### src/rtl/hazard_pattern_gen.sv
// N-wide hazard LED bar with four prescaler-paced patterns (calm, wind right, wind left, bounce).
// Bounce is only built when HAZARD_BOUNCE_EN is defined; otherwise mode 11 behaves as calm.
//
// state    | meaning
// M_CALM   | OUTSIDE <-> CENTER alternation
// M_WIND_R | single LED rotating toward bit 0
// M_WIND_L | single LED rotating toward bit N_LEDS-1
// M_BOUNCE | single LED ping-ponging between the ends
module hazard_pattern_gen #(
  parameter int N_LEDS   = 10,
  parameter int TICK_DIV = 4
) (
  input  logic              clk,
  input  logic              reset,
  input  logic              enable,
  input  logic [1:0]        mode,
  output logic [N_LEDS-1:0] leds,
  output logic              step
);

  localparam int CW = (TICK_DIV > 1) ? $clog2(TICK_DIV) : 1;
  localparam logic [CW-1:0] CNT_LAST = CW'(TICK_DIV - 1);

  localparam logic [N_LEDS-1:0] OUTSIDE = {1'b1, {(N_LEDS-2){1'b0}}, 1'b1};
  localparam logic [N_LEDS-1:0] MSB_LIT = {1'b1, {(N_LEDS-1){1'b0}}};
  localparam logic [N_LEDS-1:0] LSB_LIT = N_LEDS'(1);

  function automatic logic [N_LEDS-1:0] center_pat();
    logic [N_LEDS-1:0] p;
    p = '0;
    if (N_LEDS % 2 == 0) begin
      p[N_LEDS/2]   = 1'b1;
      p[N_LEDS/2-1] = 1'b1;
    end else begin
      p[(N_LEDS-1)/2] = 1'b1;
    end
    return p;
  endfunction

  localparam logic [N_LEDS-1:0] CENTER = center_pat();

  typedef enum logic [1:0] {
    M_CALM   = 2'b00,
    M_WIND_R = 2'b01,
    M_WIND_L = 2'b10,
    M_BOUNCE = 2'b11
  } mode_t;

  mode_t             applied;
  mode_t             req;
  logic [CW-1:0]     count;
  logic              tick;
  logic [N_LEDS-1:0] next_leds;

`ifdef HAZARD_BOUNCE_EN
  logic dir_left;
  logic next_dir_left;
`endif

  assign tick = enable && (count == CNT_LAST);

  always_comb begin
`ifdef HAZARD_BOUNCE_EN
    req = mode_t'(mode);
`else
    // Without bounce hardware, 11 aliases calm so 00<->11 is not a mode change.
    req = (mode == 2'b11) ? M_CALM : mode_t'(mode);
`endif
  end

  always_comb begin
    next_leds = leds;
`ifdef HAZARD_BOUNCE_EN
    next_dir_left = dir_left;
`endif
    if (req != applied) begin
      case (req)
        M_CALM:   next_leds = OUTSIDE;
        M_WIND_R: next_leds = MSB_LIT;
        M_WIND_L: next_leds = LSB_LIT;
        default: begin
          next_leds = MSB_LIT;
`ifdef HAZARD_BOUNCE_EN
          next_dir_left = 1'b0;
`endif
        end
      endcase
    end else begin
      case (applied)
        M_CALM:   next_leds = (leds == OUTSIDE) ? CENTER : OUTSIDE;
        M_WIND_R: next_leds = {leds[0], leds[N_LEDS-1:1]};
        M_WIND_L: next_leds = {leds[N_LEDS-2:0], leds[N_LEDS-1]};
        default: begin
`ifdef HAZARD_BOUNCE_EN
          // Turn around on arrival so each endpoint is lit for exactly one tick.
          if (dir_left) begin
            next_leds = leds << 1;
            if (leds[N_LEDS-2]) next_dir_left = 1'b0;
          end else begin
            next_leds = leds >> 1;
            if (leds[1]) next_dir_left = 1'b1;
          end
`else
          next_leds = (leds == OUTSIDE) ? CENTER : OUTSIDE;
`endif
        end
      endcase
    end
  end

  always_ff @(posedge clk) begin
    if (reset) begin
      count   <= '0;
      leds    <= OUTSIDE;
      step    <= 1'b0;
      applied <= M_CALM;
`ifdef HAZARD_BOUNCE_EN
      dir_left <= 1'b0;
`endif
    end else begin
      step <= tick;
      if (enable) count <= tick ? '0 : count + CW'(1);
      if (tick) begin
        leds    <= next_leds;
        applied <= req;
`ifdef HAZARD_BOUNCE_EN
        dir_left <= next_dir_left;
`endif
      end
    end
  end

endmodule

### config.mk
export PLATFORM = sky130hd
export DESIGN_NAME = hazard_pattern_gen
export DESIGN_NICKNAME = d
export VERILOG_FILES = /design/src/rtl/hazard_pattern_gen.sv
export SDC_FILE = /design/constraint.sdc
export NUM_CORES = 1
export LEC_CHECK = 0
export BUFFER_PORTS_ARGS = -buffer_cell sky130_fd_sc_hd__buf_2
export CAP_MARGIN = 20
export CORE_UTILIZATION = 46
export CTS_CLUSTER_SIZE = 14
export DETAILED_ROUTE_END_ITERATION = 16
export MAX_ROUTING_LAYER = met4
export PLACE_DENSITY = 0.71
export SLEW_MARGIN = 20
export SYNTH_ARGS = -nofsm -noshare
export SYNTH_HDL_FRONTEND = slang
export SYNTH_SLANG_ARGS = --single-unit
export TNS_END_PERCENT = 30
### constraint.sdc
create_clock -name clk -period 1.8 [get_ports clk]
set_clock_uncertainty 0.2 [all_clocks]
set_input_delay 0.36 -clock clk [delete_from_list [all_inputs] [get_ports clk]]
set_output_delay 0.36 -clock clk [all_outputs]
set_load 0.05 [all_outputs]
# Yosys cells after proc, flatten, opt, wreduce, memory -nomap -nowiden
# Cells that the tools add are included.
# Widths: inputs -> output; s select.
word_totals:
  regBits: 15
  inputBits: 5
  out_inout_bits: 11
  word_cells: 20
classes:
  add_sub_neg: 1
  n_eq_ne: 7
  muxes: 6
  n_reduce_logical: 2
op_table:
  columns: ["op", "count"]
  rows:
  - ["$pmux 10 s2", 2]
  - ["$mux 10", 2]
  - ["$eq 10x10->1 const B", 1]
  - ["$eq 2x2->1 const B", 4]
  - ["$mux 2", 2]
  - ["$add 2x1->2 const B", 1]
  - ["$eq 2x1->1 const B", 1]
  - ["$logic_not 2->1", 1]
  - ["$ne 2x2->1", 1]
  - ["$logic_and 1x1->1", 1]

# Longest topological paths before layout
logic_depth:
  depth_word: 5
  ltp_mapped: 6

# Worst setup path after synthesis
# No wires, ideal clock.
synth_path:
  kind: "register -> register"
  startpoint: "register leds[9]"
  endpoint: "register leds[0]"
  arrival_time_ns: 1.739
  required_time_ns: 1.483
  setup_slack_ns: -0.255
  stages_incl_launch_ff: 5
  period_less_slack_ns: 2.055
  cell_sequence: "dfxtp_1 or4b_1 o41ai_2 nand3_1 o22a_1"
synth_via:
  elab_chain_len: 4
synth_lines:
  columns: ["item", "line_no", "text"]
  rows:
  - ["start, declared", "17", "output logic [N_LEDS-1:0] leds,"]
  - ["start signal, assigned", "124", "leds <= next_leds;"]
  - ["$eq 10x10->1", "90, 104", null]
  - ["$mux 10", "90, 104", null]
  - ["$pmux 10 s2 (*)", "89", "case (applied)"]
  - ["$mux 10 (*)", "76", "if (req != applied) begin"]
# Every way passes the cells marked *; elsewhere a longest branch is shown, timed or not.
# A chain may end at the register's enable or synchronous reset.

# Worst setup path after layout
layout_path:
  startpoint: "register leds[1]"
  endpoint: "register leds[0]"
# The elaborated chain is that of the path after synthesis.

==> results.md <==
Die:
- The floorplan has 14 rows.
- The area inside the core boundary is 1524 um^2.
- The overall die area is 1815 um^2.
- The y dimension of the die is 42.60 um.
- The initial core utilization is around 50%.
- The die is 42.60 um wide.
- The total I/O pin count is 16.

Logic synthesis:
- In the synthesized netlist, the cells that appear most often are sky130_fd_sc_hd__nor2_1 (17), sky130_fd_sc_hd__dfxtp_1 (15), sky130_fd_sc_hd__a21oi_1 (6), sky130_fd_sc_hd__a22o_1 (6), sky130_fd_sc_hd__a32oi_1 (6).
- The count of different cell masters after synthesis is 23.
- The number of warnings reported in the yosys synthesis log is 0.
- Of the synthesized area, sequential elements account for 39.60%.
- The most used flip-flop cell after synthesis is sky130_fd_sc_hd__dfxtp_1.
- After synthesis, the cell types taking the most area are sky130_fd_sc_hd__dfxtp_1 (40%), sky130_fd_sc_hd__nor2_1 (8.4%), sky130_fd_sc_hd__a22o_1 (6.9%).
- The net count after synthesis is 95.
- The largest total area in the synthesized netlist belongs to sky130_fd_sc_hd__dfxtp_1.
- The flip-flop and latch count after synthesis is 15.
- The number of flops mapped to enable cells by yosys is 0.
- Yosys instantiated no cell more often than sky130_fd_sc_hd__nor2_1.
- The portion of netlist area occupied by mux cells is under 10%.
- The post-synthesis share of cell area spent on and, or, nand and nor gates is 19.14%.
- By area, the combinational part of the netlist is dominated by compound AO/OA/AOI/OAI gates.
- The mean instance size in the synthesized netlist is 8.715 um^2.
- In the synthesized netlist, the number of instances is 87.
- The XOR/XNOR share of the synthesized area is 1.155%.
- The synthesized design devotes to its leading area cell type ~40% of total area.
- The share of async-settable or async-resettable flops after synthesis is 0%.
- The combined area of all synthesized cells is 758.2 um^2.
- The arithmetic-cell share of the synthesized area counting full adders, half adders and majority gates is 4.950%.
- The synthesized netlist devotes 30.36% of its cell area to compound gates.

Clock network:
- The number of clock sinks is 15.
- The clock reaches the later pin of the worst-skew pair after slightly below 300 ps.
- TritonCTS built the clock tree.
- The clock-pin slew on the worst setup and hold paths is around 100 ps.
- The total of hold buffers inserted after clock tree synthesis is 0.
- The number of buffers created by CTS is 3.
- In this run the number of H-tree levels came out at 1.
- The clock passes through at most 2 buffers.
- The master cell of the clock root buffer is sky130_fd_sc_hd__clkbuf_4.

Placed design:
- Once detailed placement completed, the half-perimeter wirelength came to 1.382 mm.
- The congestion estimate from routability-driven global placement came to 0.7941.
- The total instance count after detailed placement is about 130.
- Input and output buffers added on the ports amount to 15.
- Prior to clock tree synthesis, the placed netlist has a worst setup slack of -45.17 ps.

Finish:
- The final standard cell count with taps included and fillers excluded is 129.
- Across the whole layout, storage elements account for between 300 and 400 um^2.
- The area growth from synthesis to layout is 31.02%.
- The repair_antennas step left the layout with diodes totalling 0.
- The final net count is about 120.
- The share of post-route cells with drive strength above 1 is 36.28%.
- After filler insertion, the fill cell instance count of the layout stands at 130.
- The area of the multi-input gates is ~450 um^2.

Timing:
- The ratio of final minimum period to clock period is 101.2%.
- The final-report hold violation count was 0.
- The number of pins exceeding their max-slew limit in the final report is 0.
- Derived from the worst setup path, the maximum achievable clock frequency is 549.0 MHz.
- Across all setup checks in the final design, the least slack found is -21.34 ps.
- The total of endpoints with negative setup slack in the final report is 2.
- At the pin with the least slew margin, the transition time is just under 400 ps.
- Setup repair after global routing could not meet its margin everywhere.
- The post-route minimum period is 1821 ps.
- The worst pin sits at a relative slew slack of around three quarters.

Global route:
- The overflow left after global routing is 0.
- The via count of the first global-routing pass is about 740.
- The first-pass GRT wire length is 3.243 mm.
- The overall routing resource usage is 24.59%.
- The largest net degree at the start of global routing is 15.
- The initial antenna violation count was 0.

Worst hold path:
- The worst min-delay path class is input pin to flip-flop.
- The startpoint identified for the worst hold timing path is enable.

Route:
- After detailed routing, the average wire length per cell comes to 15.02 um.
- The number of design rule violations left after detail routing is 0.
- The iteration-0 DRC count of the detailed router is 15.
- In this run the remaining antenna-violating nets after routing total 0.
- Dividing the detail-routed via count by the number of cells gives 6.047.
- The routed layout has 780 vias.
- Summed over all layers, the routed wires come to 1.938 mm.
- The first-pass detailed-route iteration total is 4.

Setup path:
- The sort of element at the end of the critical path is a flip-flop.
- The type of element launching the critical path is a flip-flop.
- In this run the worst path has a maximum fanout of 4.
- The standard cell with the maximum stage delay on the critical path is sky130_fd_sc_hd__or4b_4.
- For this run, the slowest stage of the critical path takes 540 ps.
- The signal on the critical path passes through or4b_4 -> o41ai_4 -> nand3_2 -> o22a_1.
- The startpoint of the most critical setup path is leds[1].
- The setup path with the least slack is of type flip-flop to flip-flop.
- STA puts the critical path data required time at 1800 ps.
- For the worst setup path, the data arrival time is 1820 ps.
- The beginning of the worst register-to-register path is leds[1].
- The largest delay contributor family on the critical path is simple AND/OR/NAND/NOR gates.
- The number of buffers and inverters on the critical path is 0.

Pwr:
- The worst vdd rail ir drop is about 0.44 mV.
- In this run, flip-flops and latches consume 56.2% of the power.
- Combinational logic burns 9.7% of the power.
- For this design the static power due to leakage is 0.4375 nW.
- The net switching component of the power is 0.1574 mW.
- The fraction of power spent switching nets is 26.59%.
- In this run the power density over the cells is 595.7 nW/um^2.
- Cell internal power was estimated by the tool at 0.4344 mW.
- The share of power burned in the clock network is between 30% and 40%.

Flow run:
- The count of max-cap constraint violations is 0.

Outcome:
- The checks that failed: setup timing.
- The flow ran to the end, but the final reports show violations.
-- sequential cells by signal, summed over array words and instances (netlist names) --
signal   flops
step         1
applied      2
count        2
leds        10
-- worst min-delay path: cells and delay by family --
family	cells	cell delay [ps]
simple gates	1	80
mux	1	70
buf+inv	1	120
-- cells in the final DEF, fill, tap and decap left out --
cell type / n
sky130_fd_sc_hd__dfxtp_2: 2
sky130_fd_sc_hd__or4b_1: 1
sky130_fd_sc_hd__a32oi_1: 6
sky130_fd_sc_hd__dfxtp_1: 7
sky130_fd_sc_hd__o21ai_0: 2
sky130_fd_sc_hd__mux2i_1: 1
sky130_fd_sc_hd__clkbuf_4: 3
sky130_fd_sc_hd__a221oi_1: 2
sky130_fd_sc_hd__nor2_1: 17
sky130_fd_sc_hd__o22a_1: 2
sky130_fd_sc_hd__o41ai_4: 1
sky130_fd_sc_hd__or4b_4: 1
sky130_fd_sc_hd__xnor2_1: 1
sky130_fd_sc_hd__nor4bb_1: 2
sky130_fd_sc_hd__buf_4: 11
sky130_fd_sc_hd__nand2_1: 5
sky130_fd_sc_hd__nor3_1: 1
sky130_fd_sc_hd__dfxtp_4: 6
sky130_fd_sc_hd__nand3_2: 1
sky130_fd_sc_hd__buf_2: 15
sky130_fd_sc_hd__a22o_1: 6
sky130_fd_sc_hd__a211o_1: 1
sky130_fd_sc_hd__a21oi_1: 6
sky130_fd_sc_hd__nand2b_1: 2
sky130_fd_sc_hd__ha_1: 3
sky130_fd_sc_hd__a22oi_1: 2
sky130_fd_sc_hd__clkinv_2: 1
sky130_fd_sc_hd__o21ai_1: 2
sky130_fd_sc_hd__inv_1: 3
-- stage by stage --
step | power (mW) | TNS (ps) | hold slack [ps] | cell area (um^2) | utilization, %
4_1_cts | 0.5915 | -75.31 | 158.9 | 977.2 | 64.12
6_report | 0.5918 | -31.36 | 157.3 | 993.5 | 65.19
3_5_place_dp | 0.3952 | -79.08 | 293.5 | 945.9 | 62.07
2_1_floorplan | 0.3756 | -67.51 | 244.4 | 783.3 | -
3_3_place_gp | 0.3929 | -20.77 | 281.4 | 945.9 | 62.07
5_1_grt | 0.6160 | -144.8 | 212.0 | 993.5 | 65.19
-- metal layers --
layer / up-vias / share of wire [%] / GRT usage (%)
met2: 17 / 49 / 38.77
li1: 381 / - / -
met3: 5 / 2.1 / 2.586
met1: 377 / 47 / 31.30
met4: 0 / 2.1 / 11.88
met5: - / 0 / -
-- kinds of logic after synthesis --
family          after synthesis
mux                           1
buf+inv                       7
flops                        15
fa+ha+maj                     3
compound gates               30
simple gates                 30
xor+xnor                      1
-- path summary, 6_finish.rpt --
check        endpoint  depth (start not counted)  slack, ps
min reg2reg  count[1]                          2        310
min          count[1]                          3        160
max           leds[0]                          4        -20
max reg2reg   leds[0]                          4        -20
-- power by group through the flow --
stage,Combinational (mW),Sequential [mW],Clock (mW)
after detailed placement,0.0549,0.340,0
after floorplan,0.0300,0.346,0
after global placement,0.0529,0.340,0
final,0.0577,0.333,0.202
after global routing,0.0636,0.333,0.219
after CTS,0.0556,0.333,0.203
-- what timing repair did --
action                                  CTS  global route
gates resized for setup                   1             2
pin swaps                                 0             1
buffers inserted                          0             0
endpoints found under the setup margin    2             4
-- final cells by class --
| cell class | instances | share of cell area (%) |
|---|---|---|
| Sequential cell | 15 | 32.75 |
| Inverter | 3 | 1.134 |
| Multi-Input combinational cell | 65 | 45.47 |
| Timing Repair Buffer | 26 | 15.87 |
| Clock inverter | 1 | 0.5038 |
| Clock buffer | 3 | 2.267 |
| Tap cell | 16 | 2.015 |
Note: power is estimated with default switching activity, not from simulation.
